[src/rtl/mem_access_unit.sv]
// Memory-stage executor: runs one req/ack bus transaction per accepted start,
// aligning byte lanes, extending load data and reporting misaligned/bus/timeout faults.
module mem_access_unit #(
   parameter int TIMEOUT_CYCLES = 255
) (
   input  logic        clk,
   input  logic        reset,
   input  logic        start,
   input  logic        mem_op,
   input  logic [1:0]  access_size,
   input  logic        read_unsigned,
   input  logic [31:0] addr,
   input  logic [31:0] store_data,
   output logic        busy,
   output logic        done,
   output logic [31:0] load_data,
   output logic        fault,
   output logic [1:0]  fault_cause,
   output logic        bus_req,
   output logic        bus_we,
   output logic [31:0] bus_addr,
   output logic [3:0]  bus_be,
   output logic [31:0] bus_wdata,
   input  logic        bus_ack,
   input  logic        bus_err,
   input  logic [31:0] bus_rdata
);

   typedef enum logic [1:0] {
      S_IDLE  = 2'd0,
      S_REQ   = 2'd1,
      S_DONE  = 2'd2,
      S_FAULT = 2'd3
   } state_t;

   localparam logic [1:0] CAUSE_NONE    = 2'b00;
   localparam logic [1:0] CAUSE_ALIGN   = 2'b01;
   localparam logic [1:0] CAUSE_BUS     = 2'b10;
   localparam logic [1:0] CAUSE_TIMEOUT = 2'b11;
   localparam logic [7:0] TIMEOUT_LIMIT = 8'(TIMEOUT_CYCLES);

   state_t      state;
   state_t      state_next;
   logic        read_r;
   logic        write_r;
   logic [1:0]  size_r;
   logic        unsigned_r;
   logic [1:0]  lane_r;
   logic [7:0]  wait_cnt;

   logic        aligned;
   logic [3:0]  be_new;
   logic [31:0] wdata_new;
   logic [7:0]  byte_sel;
   logic [15:0] half_sel;
   logic [31:0] load_ext;

   // Size 11 is never aligned, so it takes the same fault path as misalignment.
   always_comb begin
      aligned   = 1'b0;
      be_new    = 4'b0000;
      wdata_new = 32'd0;
      case (access_size)
         2'b00: begin
            aligned   = 1'b1;
            be_new    = 4'b0001 << addr[1:0];
            wdata_new = {4{store_data[7:0]}};
         end
         2'b01: begin
            aligned   = (addr[0] == 1'b0);
            be_new    = 4'b0011 << addr[1:0];
            wdata_new = {2{store_data[15:0]}};
         end
         2'b10: begin
            aligned   = (addr[1:0] == 2'b00);
            be_new    = 4'b1111;
            wdata_new = store_data;
         end
         default: begin
            aligned   = 1'b0;
            be_new    = 4'b0000;
            wdata_new = 32'd0;
         end
      endcase
   end

   always_comb begin
      byte_sel = 8'd0;
      half_sel = lane_r[1] ? bus_rdata[31:16] : bus_rdata[15:0];
      case (lane_r)
         2'd0:    byte_sel = bus_rdata[7:0];
         2'd1:    byte_sel = bus_rdata[15:8];
         2'd2:    byte_sel = bus_rdata[23:16];
         default: byte_sel = bus_rdata[31:24];
      endcase
      case (size_r)
         2'b00:   load_ext = {{24{~unsigned_r & byte_sel[7]}}, byte_sel};
         2'b01:   load_ext = {{16{~unsigned_r & half_sel[15]}}, half_sel};
         default: load_ext = bus_rdata;
      endcase
   end

   always_comb begin
      state_next = state;
      case (state)
         S_IDLE: begin
            if (start) state_next = aligned ? S_REQ : S_FAULT;
         end
         S_REQ: begin
            if (bus_err)                        state_next = S_FAULT;
            else if (bus_ack)                   state_next = S_DONE;
            else if (wait_cnt == TIMEOUT_LIMIT) state_next = S_FAULT;
         end
         default: state_next = S_IDLE;
      endcase
   end

   always_ff @(posedge clk) begin
      if (reset) begin
         state       <= S_IDLE;
         read_r      <= 1'b0;
         write_r     <= 1'b0;
         size_r      <= 2'b00;
         unsigned_r  <= 1'b0;
         lane_r      <= 2'b00;
         wait_cnt    <= 8'd0;
         load_data   <= 32'd0;
         fault_cause <= CAUSE_NONE;
         bus_addr    <= 32'd0;
         bus_be      <= 4'b0000;
         bus_wdata   <= 32'd0;
      end else begin
         state <= state_next;
         case (state)
            S_IDLE: begin
               if (start) begin
                  read_r     <= mem_op;
                  write_r    <= ~mem_op;
                  size_r     <= access_size;
                  unsigned_r <= read_unsigned;
                  lane_r     <= addr[1:0];
                  wait_cnt   <= 8'd0;
                  if (aligned) begin
                     bus_addr    <= {addr[31:2], 2'b00};
                     bus_be      <= be_new;
                     bus_wdata   <= wdata_new;
                     fault_cause <= CAUSE_NONE;
                  end else begin
                     fault_cause <= CAUSE_ALIGN;
                  end
               end
            end
            S_REQ: begin
               if (bus_err) begin
                  fault_cause <= CAUSE_BUS;
               end else if (bus_ack) begin
                  fault_cause <= CAUSE_NONE;
                  if (read_r) load_data <= load_ext;
               end else if (wait_cnt == TIMEOUT_LIMIT) begin
                  fault_cause <= CAUSE_TIMEOUT;
               end else if (wait_cnt != 8'hFF) begin
                  wait_cnt <= wait_cnt + 8'd1;
               end
            end
            default: ;
         endcase
      end
   end

   assign busy    = (state == S_REQ);
   assign bus_req = (state == S_REQ);
   assign bus_we  = (state == S_REQ) && write_r;
   assign done    = (state == S_DONE) || (state == S_FAULT);
   assign fault   = (state == S_FAULT);

endmodule

[config.mk]
export PLATFORM = sky130hd
export DESIGN_NAME = mem_access_unit
export DESIGN_NICKNAME = d
export VERILOG_FILES = /design/src/rtl/mem_access_unit.sv
export SDC_FILE = /design/constraint.sdc
export NUM_CORES = 1
export LEC_CHECK = 0
export CAP_MARGIN = 10
export CORE_MARGIN = 2
export CORE_UTILIZATION = 39
export DETAILED_ROUTE_END_ITERATION = 7
export PLACE_DENSITY = 0.82
export RECOVER_POWER = 50
export SLEW_MARGIN = 10
export SYNTH_ARGS = -nofsm -noshare
export SYNTH_HDL_FRONTEND = slang
export SYNTH_SLANG_ARGS = --single-unit
[constraint.sdc]
create_clock -name clk -period 1.6 [get_ports clk]
set_clock_uncertainty 0.05 [all_clocks]
set_input_delay 0.32 -clock clk [delete_from_list [all_inputs] [get_ports clk]]
set_output_delay 0.32 -clock clk [all_outputs]
set_load 0.01 [all_outputs]
==> results.txt <==
R2R depth: 8
leading cell type in the layout, fill and taps excluded: dfxtp_1
Post-Synth XOR/XNOR Area: 1.01%
Primary FF master, synth: dfxtp_1
fin crit share: 108%
clk slew on worst S/H paths: 60 ps
Ys Warns: 0
root buffer cell: clkbuf_16
asr flop ratio synth: 0%
H-tree levels: 4
Tmin final: 1730 ps
Die ar.: 14300 sq um
Max Transition Viols Final: 0
Post-CTS Hold Buffers: 0
Worst-Margin Slew: 891 ps
vias in the first global route: 5469
clock group share of total power: 44.2%
VDD IR max: 0.703 mV
Critical Path Slowest Stage Cell: or3b_4
Die X: 120 microns
Core ar.: 13200 sq um
Critical Path Max Stage Delay: 380 ps
Yosys reg bits: 117
num rows: 42
Power Total: 8490 uW
crit end category: flop
commonest cells after routing, fill and taps aside: dfxtp_1, nand2_1, dlygate4sd2_1
status: finished with violations
Port Buf Inserts: 209
Vias/cell: 5.28
routed vias: 5754
CP arrival: 2020 ps
Hold WS: 187 ps
Worst slew margin: 40.3%
Max-Cap Viols: 0
pwr dens: 948 nW/um^2
Compound-Gate Fraction of Synth Area: 20.3%
Leakage Power: 0.00381 uW
Nets: 1007
adder-cell area share of the yosys netlist: 0.239%
largest net degree at the start of global routing: 51
worst setup margin: -130 ps
part of the power in registers: 37.0%
GP Congestion: 0.816
Mapped Cells: 653
die span in y: 120 microns
mean area per synthesized cell: 8.01 sq um
Critical Path, Cell by Cell: buf_6, or3b_4, a21oi_4, buf_12, buf_12, buf_16, nand2_1, a21oi_1
final setup vio count: 56
critical path required time: 1890 ps
register area share after synthesis: 44.8%
failing checks: negative setup slack
switching power: 2210 uW
Hold Path Depth: 2
n_diodes: 0
post-route setup TNS: -3120 ps
CTS sink cnt: 117
Initial Utilization: 39.6%
mux share of post-synthesis cell area: 4.02%
Final ANT Viol Nets: 0
most used cell, CP: buf_12
Setup Slack @ Placement: -773 ps
DPL Wire Length: 11800 microns
Starting DRT DRC Count: 449
clock buffer depth: 2
largest cells by area after synthesis: dfxtp_1, nand2_1, a211oi_1
final hold violations: 0
TritonCTS Buffers: 17
P&R area growth vs syn: 71.4%
global-route wire length before repair: 27700 microns
CTS tree: yes
largest family of logic cells by synthesized area: simple AND/OR/NAND/NOR gates
mapped cell area: 5230 sq um
Global Route Usage Sum: 24.3%
total gr overflow: 0
Post-Synth Simple-Gate Area: 24.1%
Design Area, Final: 8960 sq um
post-synth top area cell: dfxtp_1
layout cells sized above 1: 21.5%
initial antenna violation count: 0
Post-DP Area: 7780 sq um
Hold Path Class: input port to flop
cell-internal power: 6280 uW
combinational power share: 18.8%
drt total wl: 18400 microns
I/O pins: 212
maximum clock frequency: 578 MHz
synth unique cells: 46
Clk Latency, worst-skew pair: 410 ps
Sw Share: 26.0%
RSZ-0062 raised after global routing: true
drt drc: 0
Initial DRT Pass Iterations: 4
post-synth top area share: 44.8%
Post-synth EDFFs: 0
WL/cell: 16.9 microns
CP Class: flop to flop
CP Max Fanout: 9
crit path launch type: flop
-- sequential cells by signal (all words and copies together), names as in the netlist --
name / cells
state: 2
lane_r: 2
load_data: 32
read_r: 1
bus_wdata: 32
bus_be: 4
size_r: 2
wait_cnt: 8
write_r: 1
fault_cause: 2
bus_addr: 30
unsigned_r: 1
-- synthesized netlist by cell type (all sizes together), types with 7 or more instances --
library cell / number
a211oi: 50
a21o: 8
a21oi: 63
a221oi: 9
a22oi: 7
a31o: 7
buf: 28
clkbuf: 27
dfxtp: 117
mux2i: 21
nand2: 118
nand3: 20
nor2: 89
nor2b: 11
nor3: 31
-- cells by family (layout without fill, tap and decap cells) --
| family | Yosys count | in the layout |
|---|---|---|
| XOR/XNOR | 6 | 6 |
| multiplexers | 21 | 21 |
| AO/OA/AOI/OAI | 159 | 159 |
| flip-flops | 117 | 117 |
| adder cells (fa/ha/maj) | 1 | 1 |
| other | 1 | 2 |
| buffers and inverters | 58 | 317 |
| AND/OR/NAND/NOR | 290 | 290 |
-- final cells by class --
cell class,count,area (sq um)
Fill cell,1048,4230
Multi-Input combinational cell,479,2960
Timing Repair Buffer,283,2850
Inverter,3,11.3
Clock buffer,22,474
Sequential cell,117,2350
Tap cell,176,220
Clock inverter,9,103
-- layer usage --
metal  GRT usage (%)  part of all wire [%]  up-vias
met1            29.2                    40     2728
li1                -                     -     2772
met4            9.71                   2.2        0
met3            8.37                   8.0       35
met2            40.0                    50      219
met5               0                     0        -
-- worst max-delay path, delay by kind of cell (launching register included) --
kind / cells / cell delay [ps]
buffers and inverters: 4 / 520
flip-flops: 1 / 320
AND/OR/NAND/NOR: 2 / 440
AO/OA/AOI/OAI: 2 / 310
-- through the flow --
step	std cells	util, %
floorplan	654	-
global placement	1038	59.0
detailed placement	1038	59.0
CTS	1081	65.0
global route	1089	67.9
finish	1089	67.9
-- what timing repair did --
item	in CTS	in global routing
gates cloned	6	3
gates resized for setup	159	78
pin swaps	16	28
setup buffers	6	8
endpoints found under the setup margin	174	88
-- power by group through the flow --
stage | sequential (uW) | clock (uW) | combinational (uW)
floorplan | 3230 | 0 | 565
global placement | 3190 | 0 | 1370
detailed placement | 3190 | 0 | 1390
CTS | 3130 | 3780 | 1470
global route | 3150 | 3910 | 1710
finish | 3140 | 3750 | 1600
-- final timing paths --
kind / slack [ps] / to / from
max reg2reg: -130 / bus_addr[5] / state[0]
min reg2reg: 400 / bus_addr[4] / bus_addr[4]
min: 190 / bus_wdata[24] / reset
max: -130 / bus_addr[5] / state[0]
Power figures use the tool's default switching activity.
==> patch, RTL diff (same flow settings) <==
Encoding of `state_t`: now one-hot (4 bits for 4 states).
--- a/src/rtl/mem_access_unit.sv
+++ b/src/rtl/mem_access_unit.sv
@@ -26,11 +26,11 @@
    input  logic [31:0] bus_rdata
 );
 
-   typedef enum logic [1:0] {
-      S_IDLE  = 2'd0,
-      S_REQ   = 2'd1,
-      S_DONE  = 2'd2,
-      S_FAULT = 2'd3
+   typedef enum logic [3:0] {
+      S_IDLE  = 4'b0001,
+      S_REQ   = 4'b0010,
+      S_DONE  = 4'b0100,
+      S_FAULT = 4'b1000
    } state_t;
 
    localparam logic [1:0] CAUSE_NONE    = 2'b00;
Behaviour: no difference found for any inputs over 4 cycles, from zero or initial values and one cycle with reset high; so few cycles prove little.
==> patch against the original RTL <==
  * The run still ends with setup timing left
  * Synthesized area rose by 0.31%
  * Sequential cell count rose by 2
  * Sequential share of layout area decreased by 1.2 points
  * Count of clock-buffer cells in the layout rose by 2
  * Final area up 6.7%
  * Total power grew 0.69%
  * Wire length up 16%
  * Clock power up 1%
  * Worst setup slack lost 0.16 ns
==> patch: results (changes against the original RTL) <==
* Slack of the critical path at -0.293 ns (-0.163 ns)
* Distinct cells, synth at 51 (+11%)
* Min Hold Slack at 0.127 ns (-0.0602 ns)
* R2r endpoint: wait_cnt[7]
* Sequential cell power at 3.18 mW (+1%)
* WHS Endpoint: size_r[1]
* Comb power at 1.58 mW
* Leak pwr at 3.95 nW (+3.6%)
* GP Congestion at 0.863 (+5.9%)
* Number of global-route vias before repair at 5734 (+4.8%)
* M1 WL at 8.13 mm (+11%)
* Met3 GRT Util at 0.0860 (+0.00238)
* Syn Inst Count at 655 (+0.31%)
* Layout fillers at 933 (-11%)
* Via count at 6288 (+9.3%)
* DP Area at 7880 sq um (+1.3%)
* Pint at 6.31 mW (+0.51%)
* Grt met2 use at 0.425 (+0.0254)
* Cells after DPL at 1043 (+0.48%)
* Max Used Layer: met4
* Max incr delay on CP at 0.50 ns (+0.12 ns)
* First-pass GRT wire length at 29.4 mm (+5.8%)
* Failing checks: setup timing
* Reg2reg start: state[3]
* Worst min path class: input pin to flip-flop
* Final WL at 21.4 mm (+16%)
* Initial antenna violation count at 0 (unchanged)
* Total Routing Usage GR at 0.259 (+0.0155)
* Async S/R FF share, synth at 0 (unchanged)
* Sequential element share of the synthesized area at 0.454 (+0.00625)
* Final setup TNS at -10.59 ns (-7.47 ns)
* First-pass detailed-route iteration total at 6 (+2)
* Post-place setup slack at -0.648 ns (+0.126 ns)
* Least-Margin Pin Slew at 0.952 ns (+0.0610 ns)
* Via density per instance at 5.67 (+7.3%)
* Slowest CP cell: or4_4
* Largest net degree at the start of global routing at 54 (+5.9%)
* R2R cell count at 7 (-1)
* Worst hold start: reset
* Met3 WL at 1.84 mm (+25%)
* Layout cells sized above 1 at 0.269 (+0.0543)
* Initial DRC count at 598 (+33%)
* Top cells by area, synth: dfxtp_1 (45%), a21oi_1 (9.4%), nand2_1 (7.3%)
* Status: finished, violations left
* Remaining DRCs at 0 (unchanged)
* DPL Wire Length at 11.7 mm (-1.0%)
* Final setup fails at 99 (+77%)
* GR Layer Usage met1 at 0.305 (+0.0129)
* Max-slew violations at 0 (unchanged)
* Max VDD drop at 0.692 mV (-1.6%)
* Pwr Density at 895 nW/um^2 (-5.6%)
* Clk buf depth at 2 (unchanged)
* Worst Path Arrival at 2.20 ns (+0.18 ns)
* Crit-path max FO at 7 (-2)
* DR WL met2 at 10.6 mm (+15%)
* Post-synth top cells: dfxtp_1 (119), nand2_1 (102), a21oi_1 (99)
* # diodes at 0 (unchanged)
## patch: cells by family (layout without fill, tap and decap cells)
| logic type | count (synthesis) | count (layout) | share of synthesized area |
|---|---|---|---|
| AO/OA/AOI/OAI | 196 | 196 | 0.235 |
| XOR/XNOR | 1 | 1 | 0.00167 |
| adder cells (fa/ha/maj) | 1 | 1 | 0.00239 |
| buffers and inverters | 65 | 342 | 0.0534 |
| flip-flops | 119 | 119 | 0.454 |
| multiplexers | 18 | 18 | 0.0344 |
| other | 1 | 2 | 0.000715 |
| AND/OR/NAND/NOR | 254 | 254 | 0.218 |
## patch: layout make-up
class | count | area, sq um | area share
Sequential cell | 119 | 2390 | 0.250
Clock buffer | 24 | 492 | 0.0515
Tap cell | 176 | 220 | 0.0230
Timing Repair Buffer | 304 | 3130 | 0.328
Clock inverter | 8 | 95.1 | 0.00995
Multi-Input combinational cell | 472 | 3210 | 0.335
Inverter | 6 | 22.5 | 0.00236
## patch: worst max-delay path, delay by kind of cell (launching register included)
kind | cells | cell delay (ns)
simple gates | 2 | 0.79
buf+inv | 3 | 0.38
flops | 1 | 0.36
compound gates | 2 | 0.25
## patch: how the worst max path moves through the flow
stage                   startpoint       endpoint  slack, ns  cells after the start
global placement    access_size[0]  bus_wdata[10]      -0.61                      4
finish                    state[3]    wait_cnt[7]      -0.29                      7
CTS                       state[2]    wait_cnt[5]      -0.24                      7
detailed placement  access_size[0]  bus_wdata[10]      -0.65                      4
global route              state[3]    wait_cnt[7]      -0.38                      7
floorplan                 state[0]         bus_we      0.006                      3
## patch: what timing repair did
| item | CTS | global route |
|---|---|---|
| setup buffers | 10 | 13 |
| endpoints found under the hold margin | 0 | 0 |
| setup endpoints to repair | 207 | 95 |
| gates resized for setup | 198 | 101 |
| cloned | 9 | 8 |
| pin swaps | 23 | 50 |
